File: src/rtl/ahb_pkg.sv
// Shared AHB-Lite encodings and slave state indices, used by ahb_slave_if and ahb_master_if.
package ahb_pkg;

  localparam logic [1:0] HTRANS_IDLE   = 2'b00;
  localparam logic [1:0] HTRANS_BUSY   = 2'b01;
  localparam logic [1:0] HTRANS_NONSEQ = 2'b10;
  localparam logic [1:0] HTRANS_SEQ    = 2'b11;

  localparam logic [2:0] HBURST_SINGLE = 3'd0;
  localparam logic [2:0] HBURST_INCR   = 3'd1;
  localparam logic [2:0] HBURST_WRAP4  = 3'd2;
  localparam logic [2:0] HBURST_INCR4  = 3'd3;
  localparam logic [2:0] HBURST_WRAP8  = 3'd4;
  localparam logic [2:0] HBURST_INCR8  = 3'd5;
  localparam logic [2:0] HBURST_WRAP16 = 3'd6;
  localparam logic [2:0] HBURST_INCR16 = 3'd7;

  localparam logic HRESP_OKAY  = 1'b0;
  localparam logic HRESP_ERROR = 1'b1;

  localparam int unsigned S_IDLE_IDX   = 0;
  localparam int unsigned S_ACCESS_IDX = 1;
  localparam int unsigned S_ERR1_IDX   = 2;
  localparam int unsigned S_ERR2_IDX   = 3;

  typedef enum logic [3:0] {
    ST_IDLE   = 4'(1 << S_IDLE_IDX),
    ST_ACCESS = 4'(1 << S_ACCESS_IDX),
    ST_ERR1   = 4'(1 << S_ERR1_IDX),
    ST_ERR2   = 4'(1 << S_ERR2_IDX)
  } slv_state_t;

  // NONSEQ and SEQ carry a real transfer; IDLE and BUSY do not.
  function automatic logic trans_active(input logic [1:0] trans);
    return (trans == HTRANS_NONSEQ) || (trans == HTRANS_SEQ);
  endfunction

endpackage

File: src/rtl/ahb_slave_if_if.sv
// AHB-Lite bus signals seen by one slave: master drives address/data phase, slave returns response.
interface ahb_slave_if_if #(
  parameter int unsigned AHB_ADDR_WIDTH = 32,
  parameter int unsigned AHB_DATA_WIDTH = 32
);
  logic                      ahb_sel_in;
  logic [AHB_ADDR_WIDTH-1:0] ahb_addr_in;
  logic [1:0]                ahb_trans_in;
  logic [2:0]                ahb_burst_in;
  logic [2:0]                ahb_size_in;
  logic                      ahb_write_in;
  logic [AHB_DATA_WIDTH-1:0] ahb_wdata_in;
  logic                      ahb_ready_in;
  logic                      ahb_readyout_out;
  logic                      ahb_resp_out;
  logic [AHB_DATA_WIDTH-1:0] ahb_rdata_out;

  modport slave (
    input  ahb_sel_in, ahb_addr_in, ahb_trans_in, ahb_burst_in, ahb_size_in,
           ahb_write_in, ahb_wdata_in, ahb_ready_in,
    output ahb_readyout_out, ahb_resp_out, ahb_rdata_out
  );

  modport master (
    output ahb_sel_in, ahb_addr_in, ahb_trans_in, ahb_burst_in, ahb_size_in,
           ahb_write_in, ahb_wdata_in, ahb_ready_in,
    input  ahb_readyout_out, ahb_resp_out, ahb_rdata_out
  );
endinterface

File: src/rtl/ahb_strb_gen.sv
// Byte-lane strobe from transfer size and low address bits; lanes beyond the bus width are dropped.
module ahb_strb_gen #(
  parameter int unsigned AHB_DATA_WIDTH = 32
) (
  input  logic [2:0]                  size_in,
  input  logic [2:0]                  addr_in,
  output logic [AHB_DATA_WIDTH/8-1:0] strb_out
);
  localparam int unsigned LANES = AHB_DATA_WIDTH / 8;

  // Lane i is enabled when it falls inside [offset, offset + bytes).
  always_comb begin
    int unsigned off;
    int unsigned bytes;
    off      = 32'(addr_in) & (LANES - 1);
    bytes    = 32'd1 << size_in;
    strb_out = '0;
    for (int unsigned i = 0; i < LANES; i++) begin
      strb_out[i] = (i >= off) && (i < off + bytes);
    end
  end
endmodule

File: src/rtl/ahb_slave_if.sv
// AHB-Lite slave front end: turns each accepted transfer into one request/ack beat on the backend port.
module ahb_slave_if
  import ahb_pkg::*;
#(
  parameter int unsigned AHB_ADDR_WIDTH   = 32,
  parameter int unsigned AHB_DATA_WIDTH   = 32,
  parameter int unsigned AHB_WAIT_TIMEOUT = 6
) (
  input  logic                        ahb_clk_in,
  input  logic                        ahb_rst_in,
  ahb_slave_if_if.slave               ahb,
  output logic                        other_valid_out,
  output logic [AHB_ADDR_WIDTH-1:0]   other_addr_out,
  output logic                        other_write_out,
  output logic [2:0]                  other_size_out,
  output logic [2:0]                  other_burst_out,
  output logic [AHB_DATA_WIDTH/8-1:0] other_strb_out,
  output logic [AHB_DATA_WIDTH-1:0]   other_wdata_out,
  input  logic                        other_ready_in,
  input  logic                        other_error_in,
  input  logic [AHB_DATA_WIDTH-1:0]   other_rdata_in
);
  localparam int unsigned WCNT_W = $clog2(AHB_WAIT_TIMEOUT + 1);
  localparam logic [WCNT_W-1:0] WCNT_LAST = WCNT_W'(AHB_WAIT_TIMEOUT - 1);
  localparam logic [WCNT_W-1:0] WCNT_MAX  = WCNT_W'(AHB_WAIT_TIMEOUT);

  slv_state_t                state_q, state_d, accept_state;
  logic [WCNT_W-1:0]         wait_cnt_q;
  logic                      accept, size_bad, addr_bad, load;
  logic                      readyout, resp;
  logic [AHB_DATA_WIDTH-1:0] rdata;

  // Classify the address phase on the bus: nothing, a legal transfer, or one that must error.
  always_comb begin
    int unsigned align_mask;
    accept       = ahb.ahb_sel_in & ahb.ahb_ready_in & trans_active(ahb.ahb_trans_in);
    size_bad     = (32'd8 << ahb.ahb_size_in) > AHB_DATA_WIDTH;
    align_mask   = (32'd1 << ahb.ahb_size_in) - 32'd1;
    addr_bad     = (ahb.ahb_addr_in & AHB_ADDR_WIDTH'(align_mask)) != '0;
    accept_state = !accept ? ST_IDLE : ((size_bad | addr_bad) ? ST_ERR1 : ST_ACCESS);
  end

  // State register.
  always_ff @(posedge ahb_clk_in or posedge ahb_rst_in) begin
    if (ahb_rst_in) state_q <= ST_IDLE;
    else            state_q <= state_d;
  end

  // Next state; load marks the cycles where a new address phase may be taken.
  always_comb begin
    state_d = state_q;
    load    = 1'b0;
    unique case (state_q)
      ST_IDLE: begin
        state_d = accept_state;
        load    = accept;
      end
      ST_ACCESS: begin
        // A backend ack in the timeout cycle still completes the transfer normally.
        if (other_ready_in) begin
          if (other_error_in) begin
            state_d = ST_ERR2;
          end else begin
            state_d = accept_state;
            load    = accept;
          end
        end else if (wait_cnt_q == WCNT_LAST) begin
          state_d = ST_ERR1;
        end
      end
      ST_ERR1: state_d = ST_ERR2;
      ST_ERR2: begin
        state_d = accept_state;
        load    = accept;
      end
      default: state_d = ST_IDLE;
    endcase
  end

  // Bus response and backend request, combinational from state and backend ack.
  always_comb begin
    readyout        = 1'b1;
    resp            = HRESP_OKAY;
    rdata           = '0;
    other_valid_out = 1'b0;
    unique case (state_q)
      ST_ACCESS: begin
        other_valid_out = 1'b1;
        readyout        = other_ready_in & ~other_error_in;
        resp            = (other_ready_in & other_error_in) ? HRESP_ERROR : HRESP_OKAY;
        if (other_ready_in & ~other_write_out) rdata = other_rdata_in;
      end
      ST_ERR1: begin
        readyout = 1'b0;
        resp     = HRESP_ERROR;
      end
      ST_ERR2: resp = HRESP_ERROR;
      default: ;
    endcase
  end

  assign ahb.ahb_readyout_out = readyout;
  assign ahb.ahb_resp_out     = resp;
  assign ahb.ahb_rdata_out    = rdata;
  assign other_wdata_out      = other_valid_out ? ahb.ahb_wdata_in : '0;

  // Capture the accepted address phase and count backend wait cycles (saturating).
  always_ff @(posedge ahb_clk_in or posedge ahb_rst_in) begin
    if (ahb_rst_in) begin
      other_addr_out  <= '0;
      other_write_out <= 1'b0;
      other_size_out  <= '0;
      other_burst_out <= '0;
      wait_cnt_q      <= '0;
    end else if (load) begin
      other_addr_out  <= ahb.ahb_addr_in;
      other_write_out <= ahb.ahb_write_in;
      other_size_out  <= ahb.ahb_size_in;
      other_burst_out <= ahb.ahb_burst_in;
      wait_cnt_q      <= '0;
    end else if (state_q == ST_ACCESS && !other_ready_in && wait_cnt_q != WCNT_MAX) begin
      wait_cnt_q <= wait_cnt_q + 1'b1;
    end
  end

  ahb_strb_gen #(.AHB_DATA_WIDTH(AHB_DATA_WIDTH)) u_strb (
    .size_in  (other_size_out),
    .addr_in  (other_addr_out[2:0]),
    .strb_out (other_strb_out)
  );
endmodule

File: src/flat_wrapper.sv
// flat-port wrapper written by rule: the top's interface ports become plain ports
module ahb_slave_if_flat import ahb_pkg::*;
#(
  parameter int unsigned AHB_ADDR_WIDTH   = 32,
  parameter int unsigned AHB_DATA_WIDTH   = 32,
  parameter int unsigned AHB_WAIT_TIMEOUT = 6
)
  (ahb_clk_in, ahb_rst_in, other_valid_out, other_addr_out, other_write_out, other_size_out, other_burst_out, other_strb_out, other_wdata_out, other_ready_in, other_error_in, other_rdata_in, ahb_ahb_sel_in, ahb_ahb_addr_in, ahb_ahb_trans_in, ahb_ahb_burst_in, ahb_ahb_size_in, ahb_ahb_write_in, ahb_ahb_wdata_in, ahb_ahb_ready_in, ahb_ahb_readyout_out, ahb_ahb_resp_out, ahb_ahb_rdata_out);
  ahb_slave_if_if #(.AHB_ADDR_WIDTH(AHB_ADDR_WIDTH), .AHB_DATA_WIDTH(AHB_DATA_WIDTH)) ahb_i ();
  input  logic ahb_clk_in;
  input  logic ahb_rst_in;
  output logic other_valid_out;
  output logic [AHB_ADDR_WIDTH-1:0] other_addr_out;
  output logic other_write_out;
  output logic [2:0] other_size_out;
  output logic [2:0] other_burst_out;
  output logic [AHB_DATA_WIDTH/8-1:0] other_strb_out;
  output logic [AHB_DATA_WIDTH-1:0] other_wdata_out;
  input  logic other_ready_in;
  input  logic other_error_in;
  input  logic [AHB_DATA_WIDTH-1:0] other_rdata_in;
  input wire logic [$bits(ahb_i.ahb_sel_in)-1:0] ahb_ahb_sel_in;
  input wire logic [$bits(ahb_i.ahb_addr_in)-1:0] ahb_ahb_addr_in;
  input wire logic [$bits(ahb_i.ahb_trans_in)-1:0] ahb_ahb_trans_in;
  input wire logic [$bits(ahb_i.ahb_burst_in)-1:0] ahb_ahb_burst_in;
  input wire logic [$bits(ahb_i.ahb_size_in)-1:0] ahb_ahb_size_in;
  input wire logic [$bits(ahb_i.ahb_write_in)-1:0] ahb_ahb_write_in;
  input wire logic [$bits(ahb_i.ahb_wdata_in)-1:0] ahb_ahb_wdata_in;
  input wire logic [$bits(ahb_i.ahb_ready_in)-1:0] ahb_ahb_ready_in;
  output wire logic [$bits(ahb_i.ahb_readyout_out)-1:0] ahb_ahb_readyout_out;
  output wire logic [$bits(ahb_i.ahb_resp_out)-1:0] ahb_ahb_resp_out;
  output wire logic [$bits(ahb_i.ahb_rdata_out)-1:0] ahb_ahb_rdata_out;
  assign ahb_i.ahb_sel_in = ahb_ahb_sel_in;
  assign ahb_i.ahb_addr_in = ahb_ahb_addr_in;
  assign ahb_i.ahb_trans_in = ahb_ahb_trans_in;
  assign ahb_i.ahb_burst_in = ahb_ahb_burst_in;
  assign ahb_i.ahb_size_in = ahb_ahb_size_in;
  assign ahb_i.ahb_write_in = ahb_ahb_write_in;
  assign ahb_i.ahb_wdata_in = ahb_ahb_wdata_in;
  assign ahb_i.ahb_ready_in = ahb_ahb_ready_in;
  assign ahb_ahb_readyout_out = ahb_i.ahb_readyout_out;
  assign ahb_ahb_resp_out = ahb_i.ahb_resp_out;
  assign ahb_ahb_rdata_out = ahb_i.ahb_rdata_out;
  ahb_slave_if #(.AHB_ADDR_WIDTH(AHB_ADDR_WIDTH), .AHB_DATA_WIDTH(AHB_DATA_WIDTH), .AHB_WAIT_TIMEOUT(AHB_WAIT_TIMEOUT)) u_core (.ahb_clk_in(ahb_clk_in), .ahb_rst_in(ahb_rst_in), .ahb(ahb_i), .other_valid_out(other_valid_out), .other_addr_out(other_addr_out), .other_write_out(other_write_out), .other_size_out(other_size_out), .other_burst_out(other_burst_out), .other_strb_out(other_strb_out), .other_wdata_out(other_wdata_out), .other_ready_in(other_ready_in), .other_error_in(other_error_in), .other_rdata_in(other_rdata_in));
endmodule
File: config.mk
export PLATFORM = sky130hd
export DESIGN_NAME = ahb_slave_if_flat
export DESIGN_NICKNAME = d
export VERILOG_FILES = /design/src/rtl/ahb_pkg.sv /design/src/rtl/ahb_slave_if_if.sv /design/src/rtl/ahb_strb_gen.sv /design/src/rtl/ahb_slave_if.sv /design/src/flat_wrapper.sv
export SDC_FILE = /design/constraint.sdc
export NUM_CORES = 1
export LEC_CHECK = 0
export CAP_MARGIN = 20
export CORE_MARGIN = 2
export CORE_UTILIZATION = 30
export CTS_CLUSTER_DIAMETER = 100
export CTS_CLUSTER_SIZE = 10
export DETAILED_ROUTE_END_ITERATION = 8
export GPL_TIMING_DRIVEN = 0
export PLACE_DENSITY = 0.85
export SLEW_MARGIN = 20
export SYNTH_ARGS = -nofsm -noshare
export SYNTH_HDL_FRONTEND = slang
export SYNTH_SLANG_ARGS = --single-unit
File: constraint.sdc
create_clock -name ahb_clk_in -period 2.29 [get_ports ahb_clk_in]
set_input_delay 0.687 -clock ahb_clk_in [delete_from_list [all_inputs] [get_ports ahb_clk_in]]
set_output_delay 0.687 -clock ahb_clk_in [all_outputs]
set_load 0.005 [all_outputs]
# ---- Word-level counts from Yosys, hierarchy flattened
# Index checks and enable logic that the tools add are counted.
dict set report totals {
  ff_bits 46
  latch_bits 0
  ramBits 0
  mem_bits_ro 0
  in_bits 111
  output_inout_bits 110
  wordCells 69
  n_memories 0
}
dict set report op_classes {
  addsub 3
  multipliers 0
  div_mod_pow 0
  magnitude_cmp 9
  n_eq_ne 9
  n_shift 3
  n_mux 18
  bitwise_logic 9
  n_reduce_logical 12
}
# op n
set op_table {}
lappend op_table {{$mux W32} 3}
lappend op_table {{$lt A1 B32 Y1 const A} 2}
lappend op_table {{$lt A2 B32 Y1 const A} 2}
lappend op_table {{$shl A1 B3 Y32 const A} 2}
lappend op_table {{$add A2 B32 Y32} 1}
lappend op_table {{$and A32 B32 Y32} 1}
lappend op_table {{$gt A32 B6 Y1 const B} 1}
lappend op_table {{$reduce_bool A32 Y1} 1}
lappend op_table {{$shl A4 B3 Y32 const A} 1}
lappend op_table {{$sub A32 B1 Y32 const B} 1}
lappend op_table {{$mux W4} 4}
lappend op_table {{$pmux W4 S3} 1}
lappend op_table {{$mux W3} 3}
lappend op_table {{$logic_and A1 B1 Y1} 6}
lappend op_table {{$pmux W1 S2} 3}
lappend op_table {{$and A1 B1 Y1} 5}
lappend op_table {{$eq A2 B2 Y1 const B} 2}
lappend op_table {{$eq A4 B1 Y1 const B} 1}
lappend op_table {{$eq A4 B2 Y1 const B} 1}
lappend op_table {{$eq A4 B3 Y1 const B} 1}
lappend op_table {{$eq A4 B4 Y1 const B} 1}
lappend op_table {{$ge A1 B2 Y1 const A} 2}
lappend op_table {{$ge A2 B2 Y1 const A} 2}
lappend op_table {{$mux W1} 4}
lappend op_table {{10 further kinds} 12}

# ---- Logic depth before layout (Yosys ltp)
dict set report logic_depth {
  word_depth 10
  depth_mapped 8
  mapped_depth_nobuf 8
}

# ---- Modules after synthesis
# From an unflattened synthesis, not the netlist that was laid out.
dict set report hier_totals {
  cells_unflattened 244
  hier_area_um2 2666.3
}
# mod n_inst cells_per_inst area_each_um2 seq_area_each_um2
set by_module_without_submodules {}
lappend by_module_without_submodules {ahb_slave_if 1 227 2548.7 1152.4}
lappend by_module_without_submodules {ahb_strb_gen 1 17 117.6 0.0}

# ---- Worst setup path before layout
# Ideal clock, no wire load.
dict set report synth_path {
  kind {register to output}
  startpoint {reg u_core.other_size_out[0]}
  endpoint {out other_strb_out[1]}
  arrival_ns 1.621
  t_required_ns 1.603
  setup_slack_ns -0.018
  stages_incl_launch_ff 8
  path_buffers 0
  cell_sequence {dfrtp_1 nor3_1 ha_1 inv_1 fa_1 nand3b_1 a21oi_1 a21oi_1}
}
dict set report synth_via {
  elab_chain_cells 4
}
# item line
set synth_lines {}
lappend synth_lines {{start, declared} ahb_slave_if.sv:15} ;# output logic [2:0] other_size_out,
lappend synth_lines {{start signal, assigned} ahb_slave_if.sv:118} ;# other_size_out <= ahb.ahb_size_in;
lappend synth_lines {{$shl A1 B3 Y32} ahb_strb_gen.sv:16} ;# bytes = 32'd1 << size_in;
lappend synth_lines {{$add A2 B32 Y32} ahb_strb_gen.sv:19} ;# strb_out[i] = (i >= off) && (i < off + bytes);
lappend synth_lines {{$lt A1 B32 Y1} ahb_strb_gen.sv:19}
lappend synth_lines {{$logic_and A1 B1 Y1} ahb_strb_gen.sv:19}
lappend synth_lines {{end, declared} flat_wrapper.sv:17} ;# output logic [AHB_DATA_WIDTH/8-1:0] other_strb_out;
# No other way between the ends.

# ---- Worst setup path after layout
dict set report layout_path {
  startpoint {reg u_core.other_size_out[1]}
  endpoint {out other_strb_out[1]}
}
# Same word-level chain as after synthesis.

==> impl_results.md <==
* Status: finished, violations left
* Failing checks: negative setup slack
* Global Route Usage Sum at 21.3%
* Tmin final at 2850 ps
* Worst reg2reg endpoint: u_core.other_addr_out[10]
* Largest net degree at the start of global routing at 27
* Vias at 3,098
* Max-cap violations at 0
* Mapped Cells at 247
* Delay-heaviest family, CP: adder cells
* R2r setup slk at 130 ps
* Cell Rows at 34
* Netlist Area Pre-Place at 0.00271 mm²
* Critical Path Sink: other_strb_out[1]
* # fillers at 609
* Critical path peak fanout at 4
* Fin. Hold Viols at 0
* Critical path origin: u_core.other_size_out[1]
* Vias/cell at 4.91
* Post-route ant nets at 0
* Crit-path slowest cell: dfrtp_1
* Clk buf depth at 2
* Post-synth cell types at 41
* Ports at 221
* Synth async-reset ratio at 100%
* N_diodes at 0
* Yosys top cell area share at 41.6%
* HPWL after DPL at 7.79 mm
* CTS root buffer: clkbuf_8
* Gpl congestion at 0.817
* Worst-path clk slew at 80 ps
* CP dominant cell by count: a21oi_2
* Data arrival, critical path at 2170 ps
* Die Wd at 99 µm
* Layout cells sized above 1 at 51.6%
* CP required at 1600 ps
* WL per Instance at 18.5 µm
* CTS tree: yes
* Most frequent cells in the layout: clkdlybuf4s50_1 (144), buf_6 (87), dfrtp_1 (42)
* CP Cell Sequence: nor3_2 -> ha_2 -> inv_2 -> fa_2 -> nand3b_1 -> a21oi_2 -> buf_4 -> a21oi_2 -> buf_2
* Dpl cell area at 0.00506 mm²
* DR DRC count at 0
* Setup WS pre-CTS at -943 ps
* Layout Cells excl Fill at 631
* Achievable Freq at 350 MHz
* Worst Reg-to-Reg Cells at 9
* Final worst slack at -564 ps
* Final setup violation count at 68
* Final period util at 125%
* Leakage power at 2.69 nW
* Pwr dens at 490 mW/mm²
* Slew HR at 57.6%
* Die height at 99 µm
* Number of global-route vias before repair at 3,278
* Detailed Routing Iterations Pass 1 at 4
* CTS H-tree lvls at 2
* First-pass GRT wire length at 16.9 mm
* Worst reg2reg startpoint: u_core.state_q[3]
* Synth Flop Type: dfrtp_1
* Initial core utilization at 31.0%
* Mapped Nets at 366
* Gr ovfl total at 0
* Yosys reg bits at 46
* Worst Hold Class: register to register
* RSZ-0062 raised after global routing: yes
* Stages on the worst setup path at 9
* Actual slew at the worst max-slew pin at 630 ps
* Die ar. at 0.00980 mm²
* Slowest cell delay on critical path at 430 ps
* Cell taking the most area after synthesis: dfrtp_1
* Detailed Route WL at 11.6 mm
* Largest cells by area after synthesis: dfrtp_1 (42%), mux2_2 (13%), and3_1 (7.9%), and2_1 (7.6%), mux2_4 (3.9%)
* Core area at 0.00872 mm²
* Ys Warns at 0
* Clock Skew at 15.7 ps
* WP buf/inv at 3
* Commonest non-fill, non-tap cell in the layout: clkdlybuf4s50_1
* Clk sink count at 46
* Layout area overhead at 123%
* Avg Cell Area, Syn at 11.0 µm²
* Initial antenna violation count at 0
* Port Buf Inserts at 219
* Post-synth EDFFs at 0
* Total CTS buffers at 5
* 1st-iter DRT viols at 73
* Worst-case vdd ir drop at 0.380 mV
* Clock Latency Late Sink at 300 ps
* Critical Path End Type: primary output
* Hold buffer count at cts at 0
* Placed cell count at 575
* Final Max Slew Viols at 0
* Hold WS at 512 ps
* Layout Nets at 641
* Crit path launch type: register
* Setup Crit Path Kind: register to primary output
* Seq/Total Area, Yosys at 42.6%
* Cell area after layout at 0.00604 mm²
[registers in the layout (all words and copies together), names as in the netlist]
name and count:
u_core.other_write_out 1, u_core.other_size_out 3, u_core.wait_cnt_q 3, u_core.state_q 4, u_core.other_burst_out 3, u_core.other_addr_out 32
[worst reg2reg max path: cells and delay by family, from the launching register on]
family          cells  cell delay (ps)
buf+inv             5              820
simple gates        1              120
mux                 1              320
flops               1              430
xor+xnor            1              120
compound gates      1              240
[repair_timing]
action	4_1_cts	5_1_grt
pin swaps	45	38
setup buffers	39	15
setup endpoints to repair	111	67
gates cloned	6	0
gates resized for setup	363	125
[area by class of cell]
cell class,count,area [µm²],share of cell area (%)
repair buffers,271,2700,44.7
multi-input cells,177,1740,28.8
flip-flops and latches,46,1160,19.2
well taps,108,135,2.24
plain buffers,11,126,2.09
clock buffers,6,82.6,1.37
clock inverters,2,60.1,0.995
inverters,10,37.5,0.622
[per-layer routing]
layer / vias to the layer above / global-route usage, % / part of all wire (%)
met5: - / 0 / 0
met1: 1531 / 23.9 / 36
met3: 12 / 6.17 / 7.6
met2: 142 / 40.1 / 56
li1: 1413 / - / -
met4: 0 / 4.11 / 1.0
[how the worst min path moves through the flow]
stage	start	endpoint	slack, ps	cells after the start
CTS	u_core.other_addr_out[9]	u_core.other_addr_out[9]	520	1
finish	u_core.other_addr_out[9]	u_core.other_addr_out[9]	510	1
detailed placement	u_core.other_addr_out[9]	u_core.other_addr_out[9]	490	1
global placement	u_core.other_addr_out[29]	u_core.other_addr_out[29]	490	1
floorplan	u_core.other_addr_out[29]	u_core.other_addr_out[29]	500	1
global route	u_core.other_addr_out[4]	u_core.other_addr_out[4]	530	1
[cells in the mapped netlist (all sizes together) (3+ instances only)]
library cell and instances:
buf 8, and3 34, ha 7, or4 4, inv 10, clkbuf 6
dfrtp 45, nor2 8, a21oi 4, nor2b 5, o21ai 3, nand2 5
mux2 39, nor3 5, and2 33
[power by group]
part,internal (mW),switching [mW]
Sequential,0.979,0.117
Clock,0.466,0.279
Combinational,0.763,0.354
[through the flow]
stage,total power [mW],setup TNS (ps),utilization [%]
after floorplan,1.40,-34.8,-
after global placement,2.03,-73170,57.8
after detailed placement,2.07,-58140,58.0
after CTS,2.91,-16480,63.9
after global routing,3.12,-22540,69.2
final,2.96,-18290,69.2
[kinds of logic (layout without fill, tap and decap cells)]
kind of cell	count (synthesis)	count (layout)	share of synthesized area [%]
xor gates and xnor gates	2	2	0.647
DFF	46	46	42.6
AOI/OAI and AO/OA	18	18	4.99
buffers and inverters	24	300	5.08
adders and majority gates	8	8	3.97
muxes	41	41	17.9
and+or+nand+nor	108	108	24.8
Power figures use the tool's default switching activity.
